--- src/rtl/serial_unlock_pkg.sv ---
// serial_unlock_pkg: receiver state encoding, default line rates and baud divider helper.
package serial_unlock_pkg;
  typedef enum logic [2:0] {IDLE, START, DATA, STOP, WAIT_IDLE} rx_state_t;
  localparam int DEF_CLK_HZ = 12000000;
  localparam int DEF_BAUD = 115200;
  function automatic int baud_div(input int clk_hz, input int baud);
    return clk_hz / baud;
  endfunction
endpackage

--- src/rtl/uart_rx_core.sv ---
// uart_rx_core: 8N1 receiver with input synchronizer; strobes a byte on a good stop bit
// and flags frame_err when the stop bit is low.
module uart_rx_core
  import serial_unlock_pkg::*;
#(
  parameter int CLK_HZ = DEF_CLK_HZ,
  parameter int BAUD = DEF_BAUD
) (
  input  logic       clk,
  input  logic       reset,
  input  logic       rx,
  output logic       byte_valid,
  output logic [7:0] byte_data,
  output logic       frame_err
);
  localparam int DIV = baud_div(CLK_HZ, BAUD);
  localparam int CW = $clog2(DIV + 1);
  rx_state_t r_state, w_next;
  logic [1:0] r_sync;
  logic [CW-1:0] r_cnt;
  logic [2:0] r_bit;
  logic [7:0] r_shift, r_data;
  logic r_valid, r_ferr;
  logic w_rx, w_tick, w_shift, w_stop_ok, w_stop_bad;
  assign w_rx = r_sync[1];
  always_ff @(posedge clk)
    if (!reset) r_state <= IDLE;
    else r_state <= w_next;
  always_comb begin
    w_next = r_state;
    case (r_state)
      IDLE:      if (!w_rx) w_next = START;
      START:     if (w_tick) w_next = w_rx ? IDLE : DATA;
      DATA:      if (w_tick && r_bit == 3'd7) w_next = STOP;
      STOP:      if (w_tick) w_next = w_rx ? IDLE : WAIT_IDLE;
      WAIT_IDLE: if (w_rx) w_next = IDLE;
      default:   w_next = IDLE;
    endcase
  end
  // START ticks at mid-bit; every later tick is one full bit period after the previous one
  always_comb begin
    w_tick = (r_state == START) ? (r_cnt == CW'(DIV / 2)) : (r_cnt == CW'(DIV - 1));
    w_shift = (r_state == DATA) && w_tick;
    w_stop_ok = (r_state == STOP) && w_tick && w_rx;
    w_stop_bad = (r_state == STOP) && w_tick && !w_rx;
  end
  always_ff @(posedge clk)
    if (!reset) begin
      r_sync <= 2'b11;
      r_cnt <= '0;
      r_bit <= '0;
      r_shift <= '0;
      r_data <= '0;
      r_valid <= 1'b0;
      r_ferr <= 1'b0;
    end else begin
      r_sync <= {r_sync[0], rx};
      r_cnt <= (r_state == IDLE || r_state == WAIT_IDLE || w_tick) ? '0 : r_cnt + 1'b1;
      if (w_shift) begin
        r_shift <= {w_rx, r_shift[7:1]};
        r_bit <= r_bit + 1'b1;
      end
      if (w_stop_ok) r_data <= r_shift;
      r_valid <= w_stop_ok;
      r_ferr <= w_stop_bad;
    end
  assign byte_valid = r_valid;
  assign byte_data = r_data;
  assign frame_err = r_ferr;
endmodule

--- src/rtl/serial_unlock.sv ---
// serial_unlock: UART password lock; green LED latches on a full correct password, red LED flags a bad attempt.
// SERIAL_UNLOCK_FRAME_ERR_EN: a framing error while locked restarts the attempt and lights the red LED.
module serial_unlock
  import serial_unlock_pkg::*;
#(
  parameter int CLK_HZ = DEF_CLK_HZ,
  parameter int BAUD = DEF_BAUD,
  parameter int PW_LEN = 8,
  parameter logic [8*PW_LEN-1:0] PASSWORD = '0
) (
  input  logic       clk,
  input  logic       reset,
  input  logic       rx,
  output logic       led_g_n,
  output logic       led_r_n,
  output logic       byte_valid,
  output logic [7:0] byte_data
);
  logic w_valid, w_ferr, w_mis, w_last;
  logic [7:0] w_data, w_pw;
  logic [3:0] r_idx;
  logic r_mis, r_unlocked, r_fail;
  uart_rx_core #(.CLK_HZ(CLK_HZ), .BAUD(BAUD)) u_rx (
    .clk(clk),
    .reset(reset),
    .rx(rx),
    .byte_valid(w_valid),
    .byte_data(w_data),
    .frame_err(w_ferr)
  );
  assign w_pw = PASSWORD[8*r_idx +: 8];
  assign w_mis = r_mis | (w_data != w_pw);
  assign w_last = r_idx == 4'(PW_LEN - 1);
  always_ff @(posedge clk)
    if (!reset) begin
      r_idx <= '0;
      r_mis <= 1'b0;
      r_unlocked <= 1'b0;
      r_fail <= 1'b0;
    end else begin
      if (w_valid && !r_unlocked) begin
        r_idx <= w_last ? '0 : r_idx + 1'b1;
        r_mis <= !w_last && w_mis;
        if (w_last && !w_mis) r_unlocked <= 1'b1;
      end
      // any received byte clears a previous failure indication
      if (w_valid) r_fail <= !r_unlocked && w_last && w_mis;
`ifdef SERIAL_UNLOCK_FRAME_ERR_EN
      if (w_ferr && !r_unlocked) begin
        r_idx <= '0;
        r_mis <= 1'b0;
        r_fail <= 1'b1;
      end
`endif
    end
`ifndef SERIAL_UNLOCK_FRAME_ERR_EN
  logic w_unused;
  assign w_unused = w_ferr;
`endif
  assign led_g_n = !r_unlocked;
  assign led_r_n = !r_fail;
  assign byte_valid = w_valid;
  assign byte_data = w_data;
endmodule

--- config.mk ---
export PLATFORM = sky130hd
export DESIGN_NAME = serial_unlock
export DESIGN_NICKNAME = d
export VERILOG_FILES = /design/src/rtl/serial_unlock_pkg.sv /design/src/rtl/uart_rx_core.sv /design/src/rtl/serial_unlock.sv
export SDC_FILE = /design/constraint.sdc
export NUM_CORES = 1
export LEC_CHECK = 0
export BUFFER_PORTS_ARGS = -buffer_cell sky130_fd_sc_hd__buf_2
export CAP_MARGIN = 30
export CORE_AREA = 2 2 64 66
export DETAILED_ROUTE_END_ITERATION = 7
export DIE_AREA = 0 0 66 68
export GPL_TIMING_DRIVEN = 0
export PLACE_DENSITY = 0.7
export REMOVE_ABC_BUFFERS = 1
export SYNTH_ARGS = -nofsm -noshare
export SYNTH_HDL_FRONTEND = slang
export SYNTH_HIERARCHICAL = 1
export SYNTH_SLANG_ARGS = --single-unit
export TNS_END_PERCENT = 1
--- constraint.sdc ---
create_clock -name clk -period 1.5 [get_ports clk]
set_input_delay 0.15 -clock clk [delete_from_list [all_inputs] [get_ports clk]]
set_output_delay 0.15 -clock clk [all_outputs]
set_load 0.01 [all_outputs]
Yosys cells after proc, flatten, opt, wreduce, memory -nomap -nowiden --
Index checks and enable logic that the tools add are counted.
Word-level totals: bits in registers 39, latch bits 0, memory bits (writable) 0, bits in read-only memories 0, input port bits 3, output and inout port bits 11, word-level logic and storage cells 60, memories kept 0
Cells by class: add/subtract/negate cells 3, multiply operators 0, div/mod/pow operators 0, $lt $le $gt $ge 0, equal/unequal tests 14, shift operators 1, multiplexer cells 10, bitwise gates (word level) 2, reduce and logical (&&, ||, !) cells 19
Operator list (count):
- $shiftx 64x8->8 const A | 1
- $mux 3 | 6
- $pmux 3 s5 | 1
- $logic_and 1x1->1 | 9
- $ne 2x1->1 const B | 4
- $ne 8x8->1 | 1
- $add 7x1->7 const B | 1
- $eq 7x6->1 const B | 1
- $eq 7x7->1 const B | 1
- $eq 3x2->1 const B | 2
- $eq 3x3->1 const B | 2
- $reduce_and 5->1 | 1
- $add 4x1->4 const B | 1
- $eq 4x3->1 const B | 1
- $logic_not 1->1 | 4
- $mux 4 | 1
- $add 3x1->3 const B | 1
- $eq 3x1->1 const B | 1
- $logic_not 3->1 | 1
- $logic_or 1x1->1 | 2
- $mux 2 | 1
- $ne 2x2->1 const B | 1
- $reduce_and 2->1 | 1
- $reduce_or 2->1 | 1
- other kinds (3) | 3

Longest topological paths before layout --
depth after elaboration 6, mapped depth 6, depth with buffers taken out 5

Modules after synthesis --
Netlist, hierarchy kept.
By module, submodules not included:
- uart_rx_core | times used 1, cells an instance 140, area each 1436.4 um2, sequential area each 660.6 um2
- serial_unlock | times used 1, cells an instance 38, area each 321.6 um2, sequential area each 140.1 um2

Worst setup path after synthesis --
OpenSTA, ideal clock, no wires.
kind reg2reg, start point reg u_rx.r_cnt[4], end point reg u_rx.r_state[0], setup time 121 ps, data arrival time 1245 ps, required time 1379 ps, slack 134 ps, stages on the path, launching flop included 5, buffers on the path 0, clock period less this slack 1366 ps, cells stage by stage dfxtp_1 > and4b_4 > mux2i_2 > nor3_2 > mux2_4
On the way: cells in the longest elaborated chain, start to end 5, elaborated cells between the ends (all ways) 8, classes of those cells 5 x eq/ne; 1 x mux; 2 x reduce/logical
Ends and longest elaborated chain:
- start, declared | line uart_rx_core.sv:20 | logic [CW-1:0] r_cnt;
- start signal, assigned | line uart_rx_core.sv:58 | r_cnt <= (r_state == IDLE || r_state == WAIT_IDLE || w_tick) ? '0 : r_cnt + 1'b1;
- $eq 7x7->1 / $eq 7x6->1 (equally long branches) | line uart_rx_core.sv:42 | w_tick = (r_state == START) ? (r_cnt == CW'(DIV / 2)) : (r_cnt == CW'(DIV - 1));
- $mux 1 (*) | line uart_rx_core.sv:42
- $logic_and 1x1->1 | line uart_rx_core.sv:34 | DATA: if (w_tick && r_bit == 3'd7) w_next = STOP;
- $ne 2x1->1 (no source line)
- $reduce_and 5->1 (no source line) (*)
- end signal, assigned | line uart_rx_core.sv:28 | else r_state <= w_next;
- end, declared | line uart_rx_core.sv:18 | rx_state_t r_state, w_next;
Mark *: on every way between the ends. The rest lies on a longest branch, timed or not. A chain may end at the register's enable or synchronous reset.

Worst setup path in the final report --
start point reg u_rx.r_cnt[0], end point reg u_rx.r_state[0]
Same word-level chain as after synthesis.

==> results.md <==
* Vias post-DR at 1212
* Max incr delay on CP at 0.42 ns
* Root Buffer: clkbuf_8
* Reg-to-reg endpoint: u_rx/r_state[0]$_SDFFE_PN0P_
* Worst-Margin Slew at 0.5555 ns
* Slew Viols, Final at 0
* Synthesis Warnings at 6
* I/O pin total at 14
* Ant diodes at 0
* CTS Buf Count at 5
* Mapped Area at 1734 sq um
* Fin crit period at 1.484 ns
* Crit. End Element: register
* Min-Delay Path Class: in2reg
* Final hold slack at 0.03793 ns
* Setup repair after global routing missed its margin: true
* Routed WL per cell at 11.12 microns
* Min-Delay Endpoint: u_rx/r_sync[0]$_SDFF_PN1_
* First-pass GRT wire length at 4478 microns
* Clock-pin slew on the worst setup and hold paths at 0.07 ns
* Worst reg2reg startpoint: u_rx/r_cnt[0]$_SDFF_PP0_
* Power Total at 1.950 mW
* HP Start: rx
* Routed Antenna Nets at 0
* Drt drc at 0
* CP arrival at 1.66 ns
* Critical path class: reg2reg
* CTS Hold Bufs at 0
* Total GRT Usage at 0.1324
* Max cap viols at 0
* Starting Density at 0.4497
* Area Growth Syn to Fin at 13.13%
* Nets at 198
* Worst hold stages at 2
* Largest net degree at the start of global routing at 36
* Core area at 3856 sq um
* Post-route clock period utilization at 0.9893
* Setup Skew at 0.008648 ns
* CTS Buffer Depth at 2
* Max Fanout on Critical Path at 5
* Fin. Hold Viols at 0
* FF-to-FF setup slack at 0.02 ns
* # setup viols final at 0
* Port buffer count at 13
* GRT overflow at 0
* Drt pass-1 iters at 4
* Outcome: finished, final reports clean
* CTS tree: built
* Leak Pwr at 0.7770 nW
* Layout cell share with drive strength beyond 1 at 0.2292
* Commonest cells after routing, fill and taps aside: 39 x dfxtp_1, 18 x nor2_1, 15 x nand2_1
* Worst path slowest cell: dfxtp_1
* Worst skew pair latency at 0.29 ns
* Fmax at 673.9 MHz
* Post-Synthesis Cells at 176
* Initial antenna violation count at 0
* Critical-path cell list: and4b_4, mux2i_2, nor3_2, mux2_4
* CTS Sinks at 39
* Rel. slew slack at 0.6297
* Setup TNS at 0 ns
* Total wire length at 2692 microns
* Gpl congestion at 0.7115
* Crit. Startpoint: u_rx/r_cnt[0]$_SDFF_PP0_
* CTS H-tree lvls at 2
* Cell Pwr Density at 993.9 nW/um^2
* Die height at 68 microns
* Detailed placement HPWL at 1810 microns
* Most common cell after layout, fill and taps aside: dfxtp_1
* Max VDD drop at 582.6 uV
* First-iteration detailed-routing DRC count at 56
* Site Rows at 23
* Syn avg cell area at 9.853 sq um
* Vias in the first global route at 1071
* Die ar. at 4488 sq um
* Worst R2R Path Depth at 4
* Die Width at 66 microns
* Via/cell ratio at 5.008
* CP required at 1.68 ns
* Startpoint Class: register
-- state kept, by name, indices dropped and copies added, names as in the netlist --
| register | flops |
|---|---|
| r_unlocked | 1 |
| r_fail | 1 |
| u_rx/r_state | 3 |
| r_idx | 4 |
| u_rx/r_shift | 8 |
| u_rx/r_bit | 3 |
| u_rx/r_cnt | 7 |
| r_mis | 1 |
| u_rx/byte_data | 8 |
| u_rx/byte_valid | 1 |
| u_rx/r_sync | 2 |
-- per-layer routing --
layer	wire length (microns)	vias up	global-route usage
met5	0	-	0
met4	44	0	0.08163
met3	113	5	0.04441
met2	1228	19	0.2109
met1	1306	549	0.1545
li1	-	639	-
-- layout make-up --
| class | instances | area, sq um |
|---|---|---|
| timing repair buffer | 14 | 85.08 |
| inverter | 6 | 22.52 |
| sequential | 39 | 780.7 |
| clock buffer | 5 | 68.82 |
| multi-input combinational | 125 | 898.4 |
| fill | 363 | 1894 |
| clock inverter | 3 | 43.79 |
| tap | 50 | 62.56 |
-- repair_timing --
action                                  in CTS  in global routing
pin swaps                                    1                  0
resized for setup                            2                  0
endpoints found under the setup margin       5                 17
setup buffers                                0                  1
-- how the worst max path moves through the flow --
| stage | endpoint | depth (start not counted) |
|---|---|---|
| after detailed placement | u_rx/r_bit[0]$_SDFFE_PN0P_ | 4 |
| after global placement | u_rx/r_bit[0]$_SDFFE_PN0P_ | 4 |
| after global routing | u_rx/r_state[0]$_SDFFE_PN0P_ | 4 |
| after floorplan | u_rx/r_bit[0]$_SDFFE_PN0P_ | 4 |
| final | u_rx/r_state[0]$_SDFFE_PN0P_ | 4 |
| after CTS | u_rx/byte_data[1]$_SDFFE_PN0P_ | 4 |
-- report_power, final --
part	leakage (nW)	switching [mW]	internal (mW)	total, mW
combinational	0.404	0.0248	0.0161	0.0409
sequential	0.315	0.00587	1.04	1.05
clock	0.0581	0.369	0.495	0.864
total	0.777	0.400	1.55	1.95
-- worst max-delay path: cells and delay by family (launching register included) --
kind / cells / cell delay (ns)
flip-flops: 1 / 0.42
multiplexers: 2 / 0.43
AND/OR/NAND/NOR: 2 / 0.52
-- per-stage QoR --
| step | cells | setup WS (ns) | cell area, sq um | utilization |
|---|---|---|---|---|
| floorplan | 170 | 0.09187 | 1689 | - |
| global placement | 233 | -0.04455 | 1817 | 0.4711 |
| detailed placement | 233 | -0.05303 | 1817 | 0.4711 |
| CTS | 241 | 0.005121 | 1942 | 0.5036 |
| global route | 242 | -0.08148 | 1962 | 0.5088 |
| finish | 242 | 0.01601 | 1962 | 0.5088 |
Power figures use the tool's default switching activity.
